File: src/rtl/iir_cfg_pkg.sv
// Shared constants and types for the notch IIR chain configuration path.
// Stage indices double as bit positions in stage masks and bypass vectors.
package iir_cfg_pkg;

  localparam int unsigned IIR_2_4_NOTCH = 2;
  localparam int unsigned IIR_2_NOTCH   = 1;
  localparam int unsigned IIR_1_NOTCH   = 0;

  localparam int unsigned NUM_COEFF_DEPTH = 3;
  localparam int unsigned DEN_COEFF_DEPTH = 2;
  localparam int unsigned WORDS_PER_STAGE = NUM_COEFF_DEPTH + DEN_COEFF_DEPTH;

  typedef enum logic [2:0] {
    IDLE,
    SELECT,
    COLLECT,
    WRITE,
    FLUSH,
    DONE
  } seq_state_t;

  // Chain order is 2.4 MHz, then 1 MHz, then 2 MHz; caller guarantees mask != 0.
  function automatic logic [1:0] first_pending(input logic [2:0] mask);
    if (mask[IIR_2_4_NOTCH]) begin
      return 2'(IIR_2_4_NOTCH);
    end else if (mask[IIR_1_NOTCH]) begin
      return 2'(IIR_1_NOTCH);
    end else begin
      return 2'(IIR_2_NOTCH);
    end
  endfunction

endpackage

File: src/rtl/iir_coeff_sequencer.sv
// Coefficient reload sequencer for the three-stage notch IIR chain: collects five words per
// selected stage, pulses that stage's write enables and holds it in bypass until it has flushed.
module iir_coeff_sequencer
  import iir_cfg_pkg::*;
#(
  parameter int unsigned COEFF_WIDTH   = 20,
  parameter int unsigned FLUSH_SAMPLES = 2,
  parameter int unsigned FLUSH_CNT_W   = 4
) (
  input  logic                                           clk,
  input  logic                                           rst_n,
  input  logic                                           valid_in,
  input  logic                                           cfg_start,
  input  logic [2:0]                                     cfg_stage_mask,
  input  logic                                           cfg_abort,
  input  logic                                           coeff_valid,
  input  logic [COEFF_WIDTH-1:0]                         coeff_data,
  output logic                                           coeff_ready,
  input  logic [2:0]                                     bypass_req,
  output logic                                           bypass_2_4,
  output logic                                           bypass_2,
  output logic                                           bypass_1,
  output logic [NUM_COEFF_DEPTH-1:0][COEFF_WIDTH-1:0]    num_coeff_out,
  output logic [DEN_COEFF_DEPTH-1:0][COEFF_WIDTH-1:0]    den_coeff_out,
  output logic                                           num_coeff_2_4_wr_en,
  output logic                                           den_coeff_2_4_wr_en,
  output logic                                           num_coeff_2_wr_en,
  output logic                                           den_coeff_2_wr_en,
  output logic                                           num_coeff_1_wr_en,
  output logic                                           den_coeff_1_wr_en,
  output logic                                           busy,
  output logic                                           done,
  output logic                                           aborted
);

  localparam logic [FLUSH_CNT_W-1:0] FlushTarget = FLUSH_CNT_W'(FLUSH_SAMPLES);
  localparam logic [FLUSH_CNT_W-1:0] FlushOne    = FLUSH_CNT_W'(1);
  localparam logic [2:0]             LastWord    = 3'(WORDS_PER_STAGE - 1);

  seq_state_t                                  state_q;
  logic [2:0]                                  mask_q;
  logic [2:0]                                  force_q;
  logic [2:0]                                  bypass_q;
  logic [1:0]                                  sel_q;
  logic [2:0]                                  cnt_q;
  logic [FLUSH_CNT_W-1:0]                      flush_q;
  logic [NUM_COEFF_DEPTH-1:0][COEFF_WIDTH-1:0] num_q;
  logic [DEN_COEFF_DEPTH-1:0][COEFF_WIDTH-1:0] den_q;
  logic                                        done_q;
  logic                                        aborted_q;
  logic                                        handshake;
  logic [2:0]                                  wr_sel;

  assign handshake = coeff_valid & coeff_ready;

  // An abort arriving during WRITE still suppresses the write enables of that cycle.
  always_comb begin
    wr_sel = 3'b000;
    if (state_q == WRITE && !cfg_abort) begin
      wr_sel = 3'b001 << sel_q;
    end
  end

  always_ff @(posedge clk or negedge rst_n) begin
    if (!rst_n) begin
      state_q   <= IDLE;
      mask_q    <= 3'b000;
      force_q   <= 3'b000;
      bypass_q  <= 3'b000;
      sel_q     <= 2'd0;
      cnt_q     <= 3'd0;
      flush_q   <= '0;
      num_q     <= '0;
      den_q     <= '0;
      done_q    <= 1'b0;
      aborted_q <= 1'b0;
    end else begin
      done_q    <= 1'b0;
      aborted_q <= 1'b0;
      bypass_q  <= bypass_req | force_q;

      if (cfg_abort && state_q != IDLE) begin
        state_q   <= IDLE;
        aborted_q <= 1'b1;
        force_q   <= 3'b000;
        mask_q    <= 3'b000;
        cnt_q     <= 3'd0;
        flush_q   <= '0;
      end else begin
        unique case (state_q)
          IDLE: begin
            if (cfg_start) begin
              if (cfg_stage_mask != 3'b000) begin
                mask_q  <= cfg_stage_mask;
                state_q <= SELECT;
              end else begin
                state_q <= DONE;
              end
            end
          end
          SELECT: begin
            if (mask_q == 3'b000) begin
              state_q <= DONE;
            end else begin
              sel_q   <= first_pending(mask_q);
              force_q <= 3'b001 << first_pending(mask_q);
              cnt_q   <= 3'd0;
              state_q <= COLLECT;
            end
          end
          COLLECT: begin
            if (handshake) begin
              unique case (cnt_q)
                3'd0:    num_q[0] <= coeff_data;
                3'd1:    num_q[1] <= coeff_data;
                3'd2:    num_q[2] <= coeff_data;
                3'd3:    den_q[0] <= coeff_data;
                3'd4:    den_q[1] <= coeff_data;
                default: ;
              endcase
              cnt_q <= cnt_q + 3'd1;
              if (cnt_q == LastWord) begin
                state_q <= WRITE;
              end
            end
          end
          WRITE: begin
            flush_q <= '0;
            state_q <= FLUSH;
          end
          FLUSH: begin
            if (flush_q == FlushTarget) begin
              force_q <= 3'b000;
              mask_q  <= mask_q & ~(3'b001 << sel_q);
              state_q <= SELECT;
            end else if (valid_in) begin
              flush_q <= flush_q + FlushOne;
            end
          end
          DONE: begin
            done_q  <= 1'b1;
            state_q <= IDLE;
          end
          default: state_q <= IDLE;
        endcase
      end
    end
  end

  assign coeff_ready = (state_q == COLLECT);
  assign busy        = (state_q != IDLE);
  assign done        = done_q;
  assign aborted     = aborted_q;

  assign bypass_2_4 = bypass_q[IIR_2_4_NOTCH];
  assign bypass_2   = bypass_q[IIR_2_NOTCH];
  assign bypass_1   = bypass_q[IIR_1_NOTCH];

  assign num_coeff_out = num_q;
  assign den_coeff_out = den_q;

  assign num_coeff_2_4_wr_en = wr_sel[IIR_2_4_NOTCH];
  assign den_coeff_2_4_wr_en = wr_sel[IIR_2_4_NOTCH];
  assign num_coeff_2_wr_en   = wr_sel[IIR_2_NOTCH];
  assign den_coeff_2_wr_en   = wr_sel[IIR_2_NOTCH];
  assign num_coeff_1_wr_en   = wr_sel[IIR_1_NOTCH];
  assign den_coeff_1_wr_en   = wr_sel[IIR_1_NOTCH];

endmodule

File: config.mk
export PLATFORM = sky130hd
export DESIGN_NAME = iir_coeff_sequencer
export DESIGN_NICKNAME = d
export VERILOG_FILES = /design/src/rtl/iir_cfg_pkg.sv /design/src/rtl/iir_coeff_sequencer.sv
export SDC_FILE = /design/constraint.sdc
export NUM_CORES = 1
export LEC_CHECK = 0
export ABC_AREA = 1
export ABC_CLOCK_PERIOD_IN_PS = 2000
export CAP_MARGIN = 5
export CELL_PAD_IN_SITES_DETAIL_PLACEMENT = 1
export CELL_PAD_IN_SITES_GLOBAL_PLACEMENT = 1
export CORE_ASPECT_RATIO = 0.9
export CORE_MARGIN = 3
export CORE_UTILIZATION = 39
export CTS_BUF_LIST = sky130_fd_sc_hd__clkbuf_16
export DETAILED_ROUTE_END_ITERATION = 10
export GPL_TIMING_DRIVEN = 0
export HOLD_SLACK_MARGIN = 0.06
export PLACE_DENSITY_LB_ADDON = 0.25
export SLEW_MARGIN = 20
export SYNTH_ARGS = -nofsm -noshare
export SYNTH_HDL_FRONTEND = slang
export SYNTH_SLANG_ARGS = --single-unit
File: constraint.sdc
create_clock -name clk -period 2 [get_ports clk]
set_input_delay 0.3 -clock clk [delete_from_list [all_inputs] [get_ports clk]]
set_output_delay 0.3 -clock clk [all_outputs]
set_load 0.02 [all_outputs]
==> impl_metrics.yaml, run 1 <==
outcome:
  status: "completed"
final_layout:
  ff_latch_area_sq_mm: 0.00308
  fin_nets: 741
  final_cell_mix: "nand2_1 (159), clkdlybuf4s50_1 (135), dfrtp_1 (122)"
  postLayoutCoreUtil_pct: 58.5
  layout-drive-gt1-share_pct: 17.9
  area_growth_pct: 45.3
  antenna_cells: 0
  multi_input_area_sq_mm: 0.00181
  final_common_cell: "nand2_1"
  finish.instance_area_sq_mm: 0.00750
  n_fill_cell: 1417
place:
  post_dp_cell_area_sq_mm: 0.00684
  dp_hpwl_mm: 11.5
  portBuffers: 144
  gp_congestion: 0.812
sta:
  timing.hold.ws_ps: 402
  tightest_slew_ps: 499
  fin_crit_sh_pct: 96.7
  slew_headroom_pct: 66.7
  final.setup_skew_ps: 12.0
  fmax_mhz: 517
  setup-violations-final: 0
  rsz0062_at_grt: "true"
  hold_viol: 0
  slew_violations: 0
  period_minus_slack_ps: 1930
setup_path:
  max_stage_delay_ps: 380
  crit_required_ps: 1700
  crit_arrival_ps: 1630
  start_kind: "register"
  worst_path_most_repeated_cell: "inv_2"
  crit_chain: "inv_2 > nor2_4 > nand2_2 > inv_2 > nand2_4 > nor3_4 > buf_4 > buf_6"
  critPathKind: "register to primary output"
  cp_max_fo: 3
  r2r_cells: 7
  crit_path_top_delay_cell: "dfrtp_1"
  crit_path_end_kind: "primary output"
clocking:
  clock-sinks: 123
  numCtsBuffers: 17
  clk_pin_slew_worst_paths_ps: 60
  cts_tree: "done"
  clock_latency_ps: 420
  htreeDepth: 4
  clockBufferDepth: 2
  cts_root_buffer: "clkbuf_16"
die:
  rows: 39
  die_h_microns: 115
  pin_count: 145
  die_w_microns: 127
  start_util_pct: 40.2
  core_area_sq_mm: 0.0128
  die_area_sq_mm: 0.0147
synth:
  ys_warn_count: 0
  synth_top_area_share_pct: 59.6
  synth_largest_area_cell: "dfrtp_1"
  synthTopCellsByArea: "dfrtp_1 (60%), nand2_1 (12%), o21ai_2 (5.1%), o21ai_1 (4.8%), inv_1 (2.6%)"
  syn_area_sq_mm: 0.00516
  synth_nets: 571
  ys_seq_elements: 123
  avgSynthCellArea_sq_um: 9.71
  seq_area_frac_synth_pct: 59.6
  synth.distinct_cells: 28
  syn_inst: 532
power_and_ir_drop:
  leakage_uw: 0.00351
  p_sw_uw: 2740
  p_seq_share_pct: 37.0
  combPwrFrac_pct: 26.8
  power.share.clock_pct: 36.3
  power.density_mw_per_mm2: 1120
  p_sw_share_pct: 32.6
  ir_drop_mv: 0.725
  intPower_uw: 5660
global_route:
  overflow: 0
  grt_use_total_pct: 22.7
  antenna_found_initial: 0
  grt_start_max_net_pins: 75
  grt_pass1_wl_mm: 25.7
  grt_pass1_vias: 4755
drt:
  totalWireLength_mm: 15.9
  drtIter0Drc: 287
  drc: 0
  avgRoutedWirePerCell_microns: 18.1
  vias_per_cell: 5.05
  vias: 4441
  firstDrtPassIters: 4
  drtAntennaViolNets: 0
min_path:
  min_path_type: "primary input to asynchronous set/reset pin"
job:
  cap_violations: 0
==> through the flow <==
| step | total power (uW) | setup TNS, ps | instances | worst slack, ps |
|---|---|---|---|---|
| floorplan | 4270 | 0 | 532 | 89.8 |
| global placement | 5160 | -511150 | 840 | -4150 |
| detailed placement | 5270 | -2120 | 841 | -439 |
| CTS | 8400 | -52.8 | 877 | -28.2 |
| global route | 8820 | -11.3 | 879 | -11.3 |
| finish | 8400 | 0 | 879 | 66.2 |
==> cell usage after synthesis, drive strengths merged <==
cell type	count
nor3	4
nor2	26
nand2	168
or2	3
buf	21
nand4	7
ha	7
nand3	16
nand3b	1
o21ai	103
dfrtp	123
o21bai	1
xnor2	1
clkbuf	2
a21oi	8
inv	41
==> area by class of cell <==
type	count	area share, %
Tap cell	164	2.73
Clock inverter	15	2.08
Buffer	22	2.23
Clock buffer	17	5.67
Sequential cell	123	41.0
Multi-Input combinational cell	345	24.1
Inverter	41	2.05
Timing Repair Buffer	152	20.1
==> worst max-delay path: cells and delay by family (launching register included) <==
family / cells / cell delay (ps)
and+or+nand+nor: 4 / 420
buffers and inverters: 4 / 400
DFF: 1 / 380
==> routing by layer <==
layer / track usage, % / routed length, microns / vias up
met2: 38.5 / 7980 / 124
li1: - / - / 2076
met1: 28.9 / 6870 / 2227
met5: 0 / 0 / -
met4: 6.22 / 195 / 0
met3: 5.81 / 837 / 14
==> state kept, by name, indices dropped and copies added (netlist names) <==
| signal | count |
|---|---|
| state_q | 3 |
| force_q | 3 |
| done | 1 |
| num_coeff_out | 60 |
| bypass_q | 3 |
| mask_q | 3 |
| flush_q | 4 |
| sel_q | 2 |
| cnt_q | 3 |
| aborted | 1 |
| den_coeff_out | 40 |
==> worst paths after layout <==
check | startpoint | endpoint | slack, ps
setup reg to reg | cnt_q[0] | den_coeff_out[34] | 310
hold reg to reg | num_coeff_out[53] | num_coeff_out[53] | 480
hold / removal | rst_n | num_coeff_out[22] | 400
max in group asynchronous | rst_n | num_coeff_out[11] | 870
min in group clk | bypass_req[0] | bypass_q[0] | 450
setup / recovery | state_q[1] | num_coeff_2_wr_en | 70
==> logic make-up (layout without fill, tap and decap cells) <==
kind of cell	count (synthesis)	in the layout	share of synthesized area, %
AOI/OAI and AO/OA	112	112	13.1
xor gates and xnor gates	1	1	0.170
adders and majority gates	7	7	1.70
buffers and inverters	64	247	6.37
DFF	123	123	59.6
and+or+nand+nor	225	225	19.1
==> power groups by stage <==
stage,logic (uW),clock network [uW],registers (uW)
3_3_place_gp,2060,0,3100
5_1_grt,2460,3220,3140
4_1_cts,2230,3080,3100
3_5_place_dp,2150,0,3120
2_1_floorplan,905,0,3370
6_report,2250,3050,3110
==> what timing repair did <==
item                       CTS  global route
hold endpoints to repair    49             0
hold buffers                 1             0
buffers inserted             3             3
setup endpoints to repair    8             7
pin swaps                    1             3
resized for setup           37             7
Note: power is estimated with default switching activity, not from simulation.
==> inputs of run 2 (changes only) <==
--- a/config.mk
+++ b/config.mk
@@ -15,7 +15,7 @@
 export CORE_UTILIZATION = 39
 export CTS_BUF_LIST = sky130_fd_sc_hd__clkbuf_16
 export DETAILED_ROUTE_END_ITERATION = 10
-export GPL_TIMING_DRIVEN = 0
+export GPL_TIMING_DRIVEN = 1
 export HOLD_SLACK_MARGIN = 0.06
 export PLACE_DENSITY_LB_ADDON = 0.25
 export SLEW_MARGIN = 20
==> impl_metrics.yaml, run 2 (same netlist as run 1, synthesis figures left out) <==
outcome:
  status: "completed"
setup_path:
  cp_max_fo: 5
  start_kind: "register"
  r2r_cells: 8
  crit_arrival_ps: 1600
  timing.rr.end: "den_coeff_out[22]"
  crit_required_ps: 1700
  crit_path_end_kind: "primary output"
  critPathKind: "register to primary output"
  reg2reg_from: "cnt_q[0]"
  reg2reg_slack_ps: 330
drt:
  vias: 4247
  drtIter0Drc: 212
  drc: 0
  avgRoutedWirePerCell_microns: 16.8
  firstDrtPassIters: 6
  drtAntennaViolNets: 0
  vias_per_cell: 4.91
  totalWireLength_mm: 14.6
global_route:
  grt_use_total_pct: 20.8
  grt_start_max_net_pins: 60
  grt_pass1_wl_mm: 23.8
  antenna_found_initial: 0
  overflow: 0
  grt_pass1_vias: 4586
die:
  start_util_pct: 40.2
  core_area_sq_mm: 0.0128
  die_w_microns: 127
  die_h_microns: 115
  rows: 39
  pin_count: 145
  die_area_sq_mm: 0.0147
sta:
  period_minus_slack_ps: 1900
  fin_crit_sh_pct: 95.0
  fmax_mhz: 526
  final.setup_skew_ps: 8.91
  hold_viol: 0
  rsz0062_at_grt: "true"
  setup-violations-final: 0
  setup_ws_ps: 100
  tightest_slew_ps: 412
  slew_headroom_pct: 72.5
  slew_violations: 0
clocking:
  clock-sinks: 123
  htreeDepth: 4
  cts_root_buffer: "clkbuf_16"
  clockBufferDepth: 2
  numCtsBuffers: 17
  clk_pin_slew_worst_paths_ps: 50
  cts_tree: "done"
  clock_latency_ps: 410
power_and_ir_drop:
  ir_drop_mv: 0.734
  power.density_mw_per_mm2: 1100
  intPower_uw: 5500
  power.share.clock_pct: 35.1
  p_sw_uw: 2590
  combPwrFrac_pct: 26.9
  leakage_uw: 0.00345
  p_seq_share_pct: 38.0
  p_sw_share_pct: 32.0
place:
  dp_hpwl_mm: 10.4
  portBuffers: 144
  gp_congestion: 0.863
  post_dp_cell_area_sq_mm: 0.00678
  dp_slack_ps: -49.0
final_layout:
  finish.instance_area_sq_mm: 0.00734
  final_common_cell: "nand2_1"
  area_growth_pct: 42.2
  largest_reg_flops: 60
  layout-drive-gt1-share_pct: 15.4
  antenna_cells: 0
  final_cell_mix: "nand2_1 (159), clkdlybuf4s50_1 (135), dfrtp_1 (123)"
  fin_nets: 728
min_path:
  min_path_type: "primary input to asynchronous set/reset pin"
job:
  cap_violations: 0
[run 2: cell count changes in the layout (fill, tap and decap cells not counted), sizes merged]
| cell | change |
|---|---|
| clkbuf | -2 |
| clkinvlp | -2 |
| dlygate4sd2 | -1 |
| bufinv | -1 |
| inv | +3 |
| buf | -10 |
| clkinv | -1 |
[run 2: worst max path at each step]
stage | startpoint | to | slack (ps) | cells after the start
floorplan | state_q[1] | num_coeff_2_4_wr_en | 90 | 7
global placement | cfg_abort | num_coeff_2_wr_en | -6 | 5
detailed placement | cfg_abort | num_coeff_2_wr_en | -50 | 5
CTS | state_q[1] | num_coeff_1_wr_en | 2 | 7
global route | state_q[1] | num_coeff_2_4_wr_en | -30 | 7
finish | state_q[2] | coeff_ready | 100 | 5
[run 2: power by group through the flow]
stage | registers (uW) | logic, uW | clock network (uW)
after floorplan | 3370 | 905 | 0
after global placement | 3090 | 2100 | 0
after detailed placement | 3090 | 2170 | 0
after CTS | 3070 | 2180 | 2890
after global routing | 3120 | 2400 | 3000
final | 3070 | 2180 | 2840
[run 2: area by class of cell]
type | instances | area [sq um]
Clock buffer | 17 | 425
Clock inverter | 14 | 115
Sequential cell | 123 | 3080
Multi-Input combinational cell | 345 | 1780
Inverter | 41 | 154
Fill cell | 1438 | 5490
Tap cell | 164 | 205
Timing Repair Buffer | 161 | 1580
[run 2: critical path, stage by stage (launching register included)]
cell             delay [ps]
dfrtp_1                 380
buf_4                   160
inv_2                   100
nand3_4                 130
inv_2                    90
clkdlybuf4s15_1         320
[run 2: repair_timing]
action	CTS	global route
hold buffers	1	0
setup endpoints to repair	8	8
resized for setup	30	11
buffers inserted	0	1
pin swaps	0	2
endpoints found under the hold margin	23	0
[run 2: through the flow]
| step | hold slack (ps) | power [uW] | cells | setup TNS, ps | util [%] |
|---|---|---|---|---|---|
| 2_1_floorplan | 4.41 | 4270 | 532 | 0 | - |
| 3_3_place_gp | 234 | 5190 | 832 | -19.8 | 52.9 |
| 3_5_place_dp | 235 | 5260 | 832 | -152 | 52.9 |
| 4_1_cts | 338 | 8140 | 864 | 0 | 57.0 |
| 5_1_grt | 367 | 8520 | 865 | -39.5 | 57.2 |
| 6_report | 349 | 8090 | 865 | 0 | 57.2 |
[run 2: metal layers]
layer / wire (microns) / track usage, %
met1: 6620 / 27.2
met5: 0 / 0
met2: 6970 / 34.2
met3: 710 / 4.92
met4: 260 / 7.15
